===== src/rtl/ping_responder_if.sv =====
// Signal bundle between a PING host-side harness (master) and the sensor emulator (slave).
// There is no valid/ready handshake: enable/dist_cm are levels, sig_in is the raw line, trig_err is a 1-cycle pulse.
interface ping_responder_if;
  logic        enable;
  logic [12:0] dist_cm;
  logic        sig_in;
  logic        sig_out;
  logic        sig_oe;
  logic        busy;
  logic        trig_err;
  logic [2:0]  dbg_state;

  modport slave (
    input  enable, dist_cm, sig_in,
    output sig_out, sig_oe, busy, trig_err, dbg_state
  );

  modport master (
    output enable, dist_cm, sig_in,
    input  sig_out, sig_oe, busy, trig_err, dbg_state
  );
endinterface


===== src/rtl/ping_responder.sv =====
// Sensor-side emulation of the single-wire ultrasonic PING protocol: validates the host
// trigger, holds the line low for the hold-off, then drives an echo whose width encodes distance.
module ping_responder #(
  parameter int unsigned CLK_HZ      = 100_000_000,
  parameter int unsigned US_PER_CM   = 58,
  parameter int unsigned TRIG_MIN_US = 2,
  parameter int unsigned TRIG_MAX_US = 10,
  parameter int unsigned HOLDOFF_US  = 750,
  parameter int unsigned NOECHO_US   = 18500,
  parameter int unsigned DIST_MIN_CM = 2,
  parameter int unsigned DIST_MAX_CM = 318,
  parameter int unsigned RECOVER_US  = 200
) (
  input  logic            CLK,
  input  logic            RESET_N,
  ping_responder_if.slave bus
);

  localparam int unsigned CYC = CLK_HZ / 1_000_000;

  localparam logic [23:0] TRIG_MIN_C   = 24'(TRIG_MIN_US * CYC);
  localparam logic [23:0] TRIG_MAX_C   = 24'(TRIG_MAX_US * CYC);
  localparam logic [23:0] HOLDOFF_LAST = 24'(HOLDOFF_US * CYC - 1);
  localparam logic [23:0] RECOVER_LAST = 24'(RECOVER_US * CYC - 1);
  localparam logic [23:0] NOECHO_LEN   = 24'(NOECHO_US * CYC);
  localparam logic [23:0] ECHO_PER_CM  = 24'(US_PER_CM * CYC);
  localparam logic [12:0] DIST_MIN     = 13'(DIST_MIN_CM);
  localparam logic [12:0] DIST_MAX     = 13'(DIST_MAX_CM);

  typedef enum logic [2:0] {
    S_IDLE    = 3'd0,
    S_TRIG    = 3'd1,
    S_WAITLOW = 3'd2,
    S_HOLDOFF = 3'd3,
    S_ECHO    = 3'd4,
    S_RECOVER = 3'd5
  } state_t;

  state_t      r_state;
  state_t      w_next;
  logic        w_err;
  logic        w_count_en;

  logic        r_sync1;
  logic        r_sync2;
  logic        r_sync_d;
  logic        w_rise;
  logic        w_fall;

  logic [23:0] r_cnt;
  logic [23:0] w_width;
  logic [12:0] r_dist;
  logic [12:0] w_clamped;
  logic [23:0] w_len;
  logic [23:0] r_len;
  logic        r_trig_err;

  // Two-flop synchronizer plus one delayed copy for edge detection.
  always_ff @(posedge CLK or negedge RESET_N) begin
    if (!RESET_N) begin
      r_sync1  <= 1'b0;
      r_sync2  <= 1'b0;
      r_sync_d <= 1'b0;
    end else begin
      r_sync1  <= bus.sig_in;
      r_sync2  <= r_sync1;
      r_sync_d <= r_sync2;
    end
  end

  assign w_rise  = r_sync2 & ~r_sync_d;
  assign w_fall  = ~r_sync2 & r_sync_d;
  // The counter holds (cycles seen high - 1) while in TRIG, so the measured width is cnt+1.
  assign w_width = r_cnt + 24'd1;

  always_ff @(posedge CLK or negedge RESET_N) begin
    if (!RESET_N) r_state <= S_IDLE;
    else          r_state <= w_next;
  end

  always_comb begin
    w_next     = r_state;
    w_err      = 1'b0;
    w_count_en = 1'b0;
    case (r_state)
      S_IDLE: begin
        if (w_rise && bus.enable) w_next = S_TRIG;
      end
      S_TRIG: begin
        w_count_en = r_sync2;
        if (w_fall) begin
          if (w_width >= TRIG_MIN_C && w_width <= TRIG_MAX_C) begin
            w_next = S_HOLDOFF;
          end else begin
            w_next = S_IDLE;
            w_err  = 1'b1;
          end
        end else if (r_sync2 && r_cnt == TRIG_MAX_C) begin
          w_next = S_WAITLOW;
          w_err  = 1'b1;
        end
      end
      S_WAITLOW: begin
        if (!r_sync2) w_next = S_IDLE;
      end
      S_HOLDOFF: begin
        w_count_en = 1'b1;
        if (r_cnt == HOLDOFF_LAST) w_next = S_ECHO;
      end
      S_ECHO: begin
        w_count_en = 1'b1;
        if (r_cnt == r_len - 24'd1) w_next = S_RECOVER;
      end
      S_RECOVER: begin
        w_count_en = 1'b1;
        if (r_cnt == RECOVER_LAST) w_next = S_IDLE;
      end
      default: w_next = S_IDLE;
    endcase
  end

  always_comb begin
    bus.sig_oe    = 1'b0;
    bus.sig_out   = 1'b0;
    bus.busy      = (r_state != S_IDLE);
    bus.trig_err  = r_trig_err;
    bus.dbg_state = r_state;
    case (r_state)
      S_HOLDOFF: bus.sig_oe = 1'b1;
      S_ECHO: begin
        bus.sig_oe  = 1'b1;
        bus.sig_out = 1'b1;
      end
      default: ;
    endcase
  end

  // Zero distance means "no object" and gets the fixed long echo instead of the clamp.
  always_comb begin
    w_clamped = r_dist;
    if (r_dist < DIST_MIN)      w_clamped = DIST_MIN;
    else if (r_dist > DIST_MAX) w_clamped = DIST_MAX;
    w_len = (r_dist == 13'd0) ? NOECHO_LEN : 24'(w_clamped) * ECHO_PER_CM;
  end

  always_ff @(posedge CLK or negedge RESET_N) begin
    if (!RESET_N) begin
      r_cnt      <= 24'd0;
      r_dist     <= 13'd0;
      r_len      <= 24'd0;
      r_trig_err <= 1'b0;
    end else begin
      r_trig_err <= w_err;
      if (r_state != w_next)  r_cnt <= 24'd0;
      else if (w_count_en)    r_cnt <= r_cnt + 24'd1;
      if (r_state == S_TRIG && w_next == S_HOLDOFF) r_dist <= bus.dist_cm;
      if (r_state == S_HOLDOFF)                     r_len  <= w_len;
    end
  end

endmodule


===== src/flat_wrapper.sv =====
// flat-port wrapper written by rule: the top's interface ports become plain ports
module ping_responder_flat 
#(
  parameter int unsigned CLK_HZ      = 100_000_000,
  parameter int unsigned US_PER_CM   = 58,
  parameter int unsigned TRIG_MIN_US = 2,
  parameter int unsigned TRIG_MAX_US = 10,
  parameter int unsigned HOLDOFF_US  = 750,
  parameter int unsigned NOECHO_US   = 18500,
  parameter int unsigned DIST_MIN_CM = 2,
  parameter int unsigned DIST_MAX_CM = 318,
  parameter int unsigned RECOVER_US  = 200
)
  (CLK, RESET_N, bus_enable, bus_dist_cm, bus_sig_in, bus_sig_out, bus_sig_oe, bus_busy, bus_trig_err, bus_dbg_state);
  ping_responder_if bus_i ();
  input  logic CLK;
  input  logic RESET_N;
  input wire logic [$bits(bus_i.enable)-1:0] bus_enable;
  input wire logic [$bits(bus_i.dist_cm)-1:0] bus_dist_cm;
  input wire logic [$bits(bus_i.sig_in)-1:0] bus_sig_in;
  output wire logic [$bits(bus_i.sig_out)-1:0] bus_sig_out;
  output wire logic [$bits(bus_i.sig_oe)-1:0] bus_sig_oe;
  output wire logic [$bits(bus_i.busy)-1:0] bus_busy;
  output wire logic [$bits(bus_i.trig_err)-1:0] bus_trig_err;
  output wire logic [$bits(bus_i.dbg_state)-1:0] bus_dbg_state;
  assign bus_i.enable = bus_enable;
  assign bus_i.dist_cm = bus_dist_cm;
  assign bus_i.sig_in = bus_sig_in;
  assign bus_sig_out = bus_i.sig_out;
  assign bus_sig_oe = bus_i.sig_oe;
  assign bus_busy = bus_i.busy;
  assign bus_trig_err = bus_i.trig_err;
  assign bus_dbg_state = bus_i.dbg_state;
  ping_responder #(.CLK_HZ(CLK_HZ), .US_PER_CM(US_PER_CM), .TRIG_MIN_US(TRIG_MIN_US), .TRIG_MAX_US(TRIG_MAX_US), .HOLDOFF_US(HOLDOFF_US), .NOECHO_US(NOECHO_US), .DIST_MIN_CM(DIST_MIN_CM), .DIST_MAX_CM(DIST_MAX_CM), .RECOVER_US(RECOVER_US)) u_core (.CLK(CLK), .RESET_N(RESET_N), .bus(bus_i));
endmodule

===== config.mk =====
export PLATFORM = sky130hd
export DESIGN_NAME = ping_responder_flat
export DESIGN_NICKNAME = d
export VERILOG_FILES = /design/src/rtl/ping_responder_if.sv /design/src/rtl/ping_responder.sv /design/src/flat_wrapper.sv
export SDC_FILE = /design/constraint.sdc
export NUM_CORES = 1
export LEC_CHECK = 0
export BUFFER_PORTS_ARGS = -buffer_cell sky130_fd_sc_hd__buf_2
export CAP_MARGIN = 10
export CORE_ASPECT_RATIO = 1.1
export CORE_MARGIN = 8
export CORE_UTILIZATION = 60
export DETAILED_ROUTE_END_ITERATION = 10
export HOLD_SLACK_MARGIN = 0.15
export PLACE_DENSITY = 0.78
export SLEW_MARGIN = 20
export SYNTH_ARGS = -nofsm -noshare
export SYNTH_HDL_FRONTEND = slang
export SYNTH_SLANG_ARGS = --single-unit

===== constraint.sdc =====
create_clock -name CLK -period 7.7 [get_ports CLK]
set_input_delay 1.155 -clock CLK [delete_from_list [all_inputs] [get_ports CLK]]
set_output_delay 1.155 -clock CLK [all_outputs]
set_load 0.05 [all_outputs]

=== After elaboration in Yosys (flattened, before gate mapping) ===
Cells that the tools add are included.

* Bits in registers: 68
* Input port bits: 17
* Output and inout port bits: 7
* Word-level logic and storage cells: 61

* $add $sub $neg: 2
* Multiply operators: 1
* $lt $le $gt $ge: 4
* Eq/ne operators: 11
* Multiplexer cells: 21
* Bitwise gates (word level): 4
* Reduce and logical (&&, ||, !) cells: 10

{| class="wikitable"
|+ Operator list
! kind !! number
|-
| $mux 24 || 3
|-
| $mux 13 || 2
|-
| $add 24x1->24 const B || 1
|-
| $eq 24x10->1 const B || 1
|-
| $eq 24x15->1 const B || 1
|-
| $eq 24x17->1 const B || 1
|-
| $eq 24x24->1 || 1
|-
| $ge 24x8->1 const B || 1
|-
| $le 24x10->1 const B || 1
|-
| $sub 24x1->24 const B || 1
|-
| $mul 13x10->21 const B || 1
|-
| $mux 3 || 7
|-
| $pmux 3 s6 || 1
|-
| $gt 13x9->1 const B || 1
|-
| $logic_not 13->1 || 1
|-
| $lt 13x2->1 const B || 1
|-
| $eq 3x2->1 const B || 3
|-
| $eq 3x3->1 const B || 2
|-
| $mux 1 || 6
|-
| $logic_and 1x1->1 || 4
|-
| $eq 3x1->1 const B || 1
|-
| $logic_not 3->1 || 1
|-
| $ne 3x3->1 || 1
|-
| $reduce_bool 3->1 || 1
|-
| 7 further kinds || 9
|}

=== Longest topological paths before layout ===
* Word-level depth: 8
* Gate-level depth with buffers: 23
* Gate-level depth less buffers: 23

=== Least setup slack after synthesis ===
OpenSTA, ideal clock, no wires.

* Path kind: reg2reg
* Start point: reg u_core.r_dist[11]
* End point: reg u_core.r_len[22]
* Library setup time: 0.143 ns
* Arrival time: 5.443 ns
* Required time: 7.557 ns
* Slack: 2.114 ns
* Cell stages (with the launch flop): 22
* Buffers on the path: 0
* Clock period less this slack: 5.586 ns
* Cells stage by stage: dfrtp_1 -> nor4_1 -> nor2b_1 -> nand3_1 -> and3_1 -> ha_1 -> ha_1 -> fa_1 -> fa_1 -> inv_1 -> fa_1 -> inv_1 -> ha_1 -> o21a_1 -> o21ai_0 -> o21bai_1 -> a21oi_1 -> o41ai_1 -> o2111ai_1 -> a21oi_1 -> xor2_1 -> o21ai_0

* Longest elaborated chain between the ends: 5
* Elaborated cells between the ends (all ways): 7
* Those cells by class: mul (1); order compare (2); mux (3); reduce/logical (1)

{| class="wikitable"
|+ RTL lines
! what !! RTL line !! text
|-
| start: declaration || ping_responder.sv:52 || <nowiki>logic [12:0] r_dist;</nowiki>
|-
| start signal: assignment || ping_responder.sv:156 || <nowiki>if (r_state == S_TRIG && w_next == S_HOLDOFF) r_dist <= bus.dist_cm;</nowiki>
|-
| $gt 13x9->1 || ping_responder.sv:142 || <nowiki>else if (r_dist > DIST_MAX) w_clamped = DIST_MAX;</nowiki>
|-
| $mux 13 || ping_responder.sv:142 ||
|-
| $mux 13 || ping_responder.sv:141 || <nowiki>if (r_dist < DIST_MIN) w_clamped = DIST_MIN;</nowiki>
|-
| $mul 13x10->21 || ping_responder.sv:143 || <nowiki>w_len = (r_dist == 13'd0) ? NOECHO_LEN : 24'(w_clamped) * ECHO_PER_CM;</nowiki>
|-
| $mux 24 (*) || ping_responder.sv:143 ||
|-
| end signal: assignment || ping_responder.sv:157 || <nowiki>if (r_state == S_HOLDOFF) r_len <= w_len;</nowiki>
|-
| end: declaration || ping_responder.sv:55 || <nowiki>logic [23:0] r_len;</nowiki>
|}

Every way passes the cells marked *; elsewhere a longest branch is shown, timed or not.
A chain may end at the register's enable or synchronous reset.

=== Worst setup path in the final report ===
Ends and elaborated chain as after synthesis.

==> metrics.txt <==
first-pass GRT wire length between 20000 and 30000 um; initial antenna violation count 0; Reg2Reg Depth 21; area share of the largest cell type after synthesis ~25%; Gates resized, CTS repair 0; yosys warns 0; Setup crit start kind flip-flop; Req. time, crit path roughly 7.9 ns; Hold EP u_core.r_sync2; post-synthesis register bit count 65; Mapped Area roughly 6600 um2; Starting Density 61.1%; Non-Filler Instances 918; Max FO, Critical Path 4; RSZ-0062 raised after global routing no; Comb power frac a little under two fifths; routability cong. about 0.93; pre-CTS setup slack between 1 and 1.5 ns; area grow syn2layout 7.32%; Synth cell types 73; Reg power frac between 30% and 40%; clock buffer depth 2; met3 Use GR between 3 and 4%; Worst Path Arrival approximately 6.7 ns; total of max-cap violations 0; Die X about 120 um; Setup Skew roughly 0.0047 ns; CP endpoint kind flip-flop; DP HPWL 11800 um; I/O Pins 24; clk_lat worst skew 0.34 ns; hold depth 0; nets 879; vias post-DR between 5000 and 6000; FMAX 155 MHz; Clock power frac 31.7%; P_sw roughly 430 uW; die height roughly 130 um; post-synth top area cell dfrtp_1; status finished clean; main area contributors after synthesis dfrtp_1, ha_1, fa_1, xnor2_1, inv_1; Worst Max-Slew Pin Slew roughly 1.1 ns; Post-Route Setup TNS 0 ns; H-tree Lvls 3; minimum clock period between 6 and 7 ns; Core Area 10900 um2; slack of the critical path between 1 and 1.5 ns; overall power 1.18 mW; ANT nets after route 0; GR met2 Demand/Resource between 30% and 40%; via/cell ratio 5.97; Setup violations, final 0; Final Cycle Share 83.9%; Max-slew headroom 23.2%; wirelength, routed between 15000 and 20000 um; CTS Sinks 65; sw frac 36.3%; Detailed Route Iter0 Violations slightly above 400; P_int approximately 760 uW; placed insts 903; power density over the cells around 170 nW/um2; # diodes 0; pin count of the biggest net entering global routing 66; CTS Hold Bufs 0; routed len/inst about 17 um; DRC Markers 0; final slew viol count 0; Hold Worst Slack approximately 0.35 ns; share of layout cells above drive strength 1 roughly 11%; Cells after Synth roughly 750; asr flop ratio synth between 90% and 100%; leakage power 3.28 nW; R2R setup slack 1.24 ns; syn_area_per_cell about 9 um2; hold path start u_core.r_sync1; crit path kind flip-flop to flip-flop; Hold Vio Cnt, Final 0; Clock Tree Root clkbuf_16; Reg2Reg Launch Point u_core.r_dist[11]; port bufs 23; Placement Rows 40; Max VDD drop between 100 and 150 uV; met1 Usage GRT 25.7%; total track usage 21.8%; DR pass1 iterations 5; Crit Reg-Reg Endpoint u_core.r_len[22]; Seq/Total Area, Yosys 24.5%; number of flops mapped to enable cells by yosys 0; number of global-route vias before repair 5549; CTS Buf Count 9; Setup Fix Bufs, Post-CTS 0; Reg clk slew, reported paths ~0.060 ns; min-delay worst type flip-flop to flip-flop; Congestion Overflow GR 0; Most used DFF post-synth dfrtp_1; Die ar. 14700 um2; CTS tree built; Most Used Layer, Global Route met2
[kinds of logic after synthesis]
| family | count (synthesis) | synth area share, % |
|---|---|---|
| AOI/OAI and AO/OA | 119 | 12.0 |
| xor gates and xnor gates | 67 | 8.84 |
| adders and majority gates | 95 | 21.8 |
| buffers and inverters | 114 | 7.13 |
| DFF | 65 | 24.5 |
| muxes | 20 | 3.36 |
| other | 2 | 0.113 |
| and+or+nand+nor | 267 | 22.3 |
[flip-flops by register name (all words and copies together), names as in the netlist]
name,cells
u_core.bus.trig_err,1
u_core.r_len,21
u_core.r_sync2,1
u_core.r_sync_d,1
u_core.r_cnt,24
u_core.bus.dbg_state,3
u_core.r_sync1,1
u_core.r_dist,13
[worst max-delay path by stage]
stage | start | endpoint | slack, ns | cells after the start
2_1_floorplan | u_core.r_dist[11] | u_core.r_len[22] | 2.11 | 21
3_3_place_gp | u_core.r_dist[11] | u_core.r_len[22] | 1.71 | 21
3_5_place_dp | u_core.r_dist[11] | u_core.r_len[22] | 1.39 | 21
4_1_cts | u_core.r_dist[11] | u_core.r_len[22] | 1.32 | 21
5_1_grt | u_core.r_dist[11] | u_core.r_len[22] | 0.85 | 21
6_report | u_core.r_dist[11] | u_core.r_len[22] | 1.24 | 21
[Yosys cell counts (20+ instances only)]
library cell and number:
o21ai_0 26, xor2_1 29, nor2_1 52, nand4_1 20, nor2_2 21, dfrtp_1 65, fa_1 34, inv_1 81
ha_1 61, nand2_1 36, a21oi_1 25, nand3_1 21, xnor2_1 38
[worst max-delay path, cell delays in order, from the launching register on]
cell and delay [ns]:
dfrtp_1 0.37, nor4_1 0.42, nor2b_1 0.37, nand3_1 0.20
and3_1 0.28, ha_1 0.35, ha_1 0.32, fa_1 0.52
fa_1 0.54, inv_1 0.05, fa_1 0.51, inv_1 0.04
ha_1 0.32, o21a_1 0.12, o21ai_0 0.29, o21bai_1 0.20
a21oi_1 0.12, o41ai_1 0.58, o2111ai_1 0.23, a21oi_1 0.22
xor2_1 0.15, o21ai_0 0.08
[per-stage QoR]
step | utilization (%) | area [um2]
2_1_floorplan | - | 6690
3_3_place_gp | 63.1 | 6850
5_1_grt | 65.6 | 7120
3_5_place_dp | 63.1 | 6850
6_report | 65.6 | 7120
4_1_cts | 65.6 | 7120
[routing by layer]
metal / part of all wire (%) / vias to the layer above / wire [um]
li1: - / 2643 / -
met1: 42 / 2671 / 6350
met2: 53 / 126 / 7950
met3: 3.0 / 38 / 455
met4: 2.6 / 0 / 390
met5: 0 / - / 0
[layout by cell type (no fill, tap or decap), types with 25 or more instances in the layout]
cell and count:
a21oi_1 25, dfrtp_1 65, fa_1 34, ha_1 61
inv_1 81, nand2_1 36, nor2_1 52, o21ai_0 26
xnor2_1 38, xor2_1 29
[power by group through the flow]
stage / clock network [mW] / logic, mW / registers (mW)
detailed placement: 0 / 0.440 / 0.366
global placement: 0 / 0.422 / 0.366
CTS: 0.381 / 0.445 / 0.360
floorplan: 0 / 0.353 / 0.366
global route: 0.393 / 0.511 / 0.362
finish: 0.376 / 0.449 / 0.360
[final cells by class]
| type | count | area, um2 |
|---|---|---|
| Clock buffer | 9 | 225 |
| Clock inverter | 6 | 46.3 |
| Fill cell | 917 | 3740 |
| Inverter | 81 | 304 |
| Multi-Input combinational cell | 584 | 4600 |
| Sequential cell | 65 | 1630 |
| Tap cell | 147 | 184 |
| Timing Repair Buffer | 26 | 138 |
Note: power is estimated with default switching activity, not from simulation.
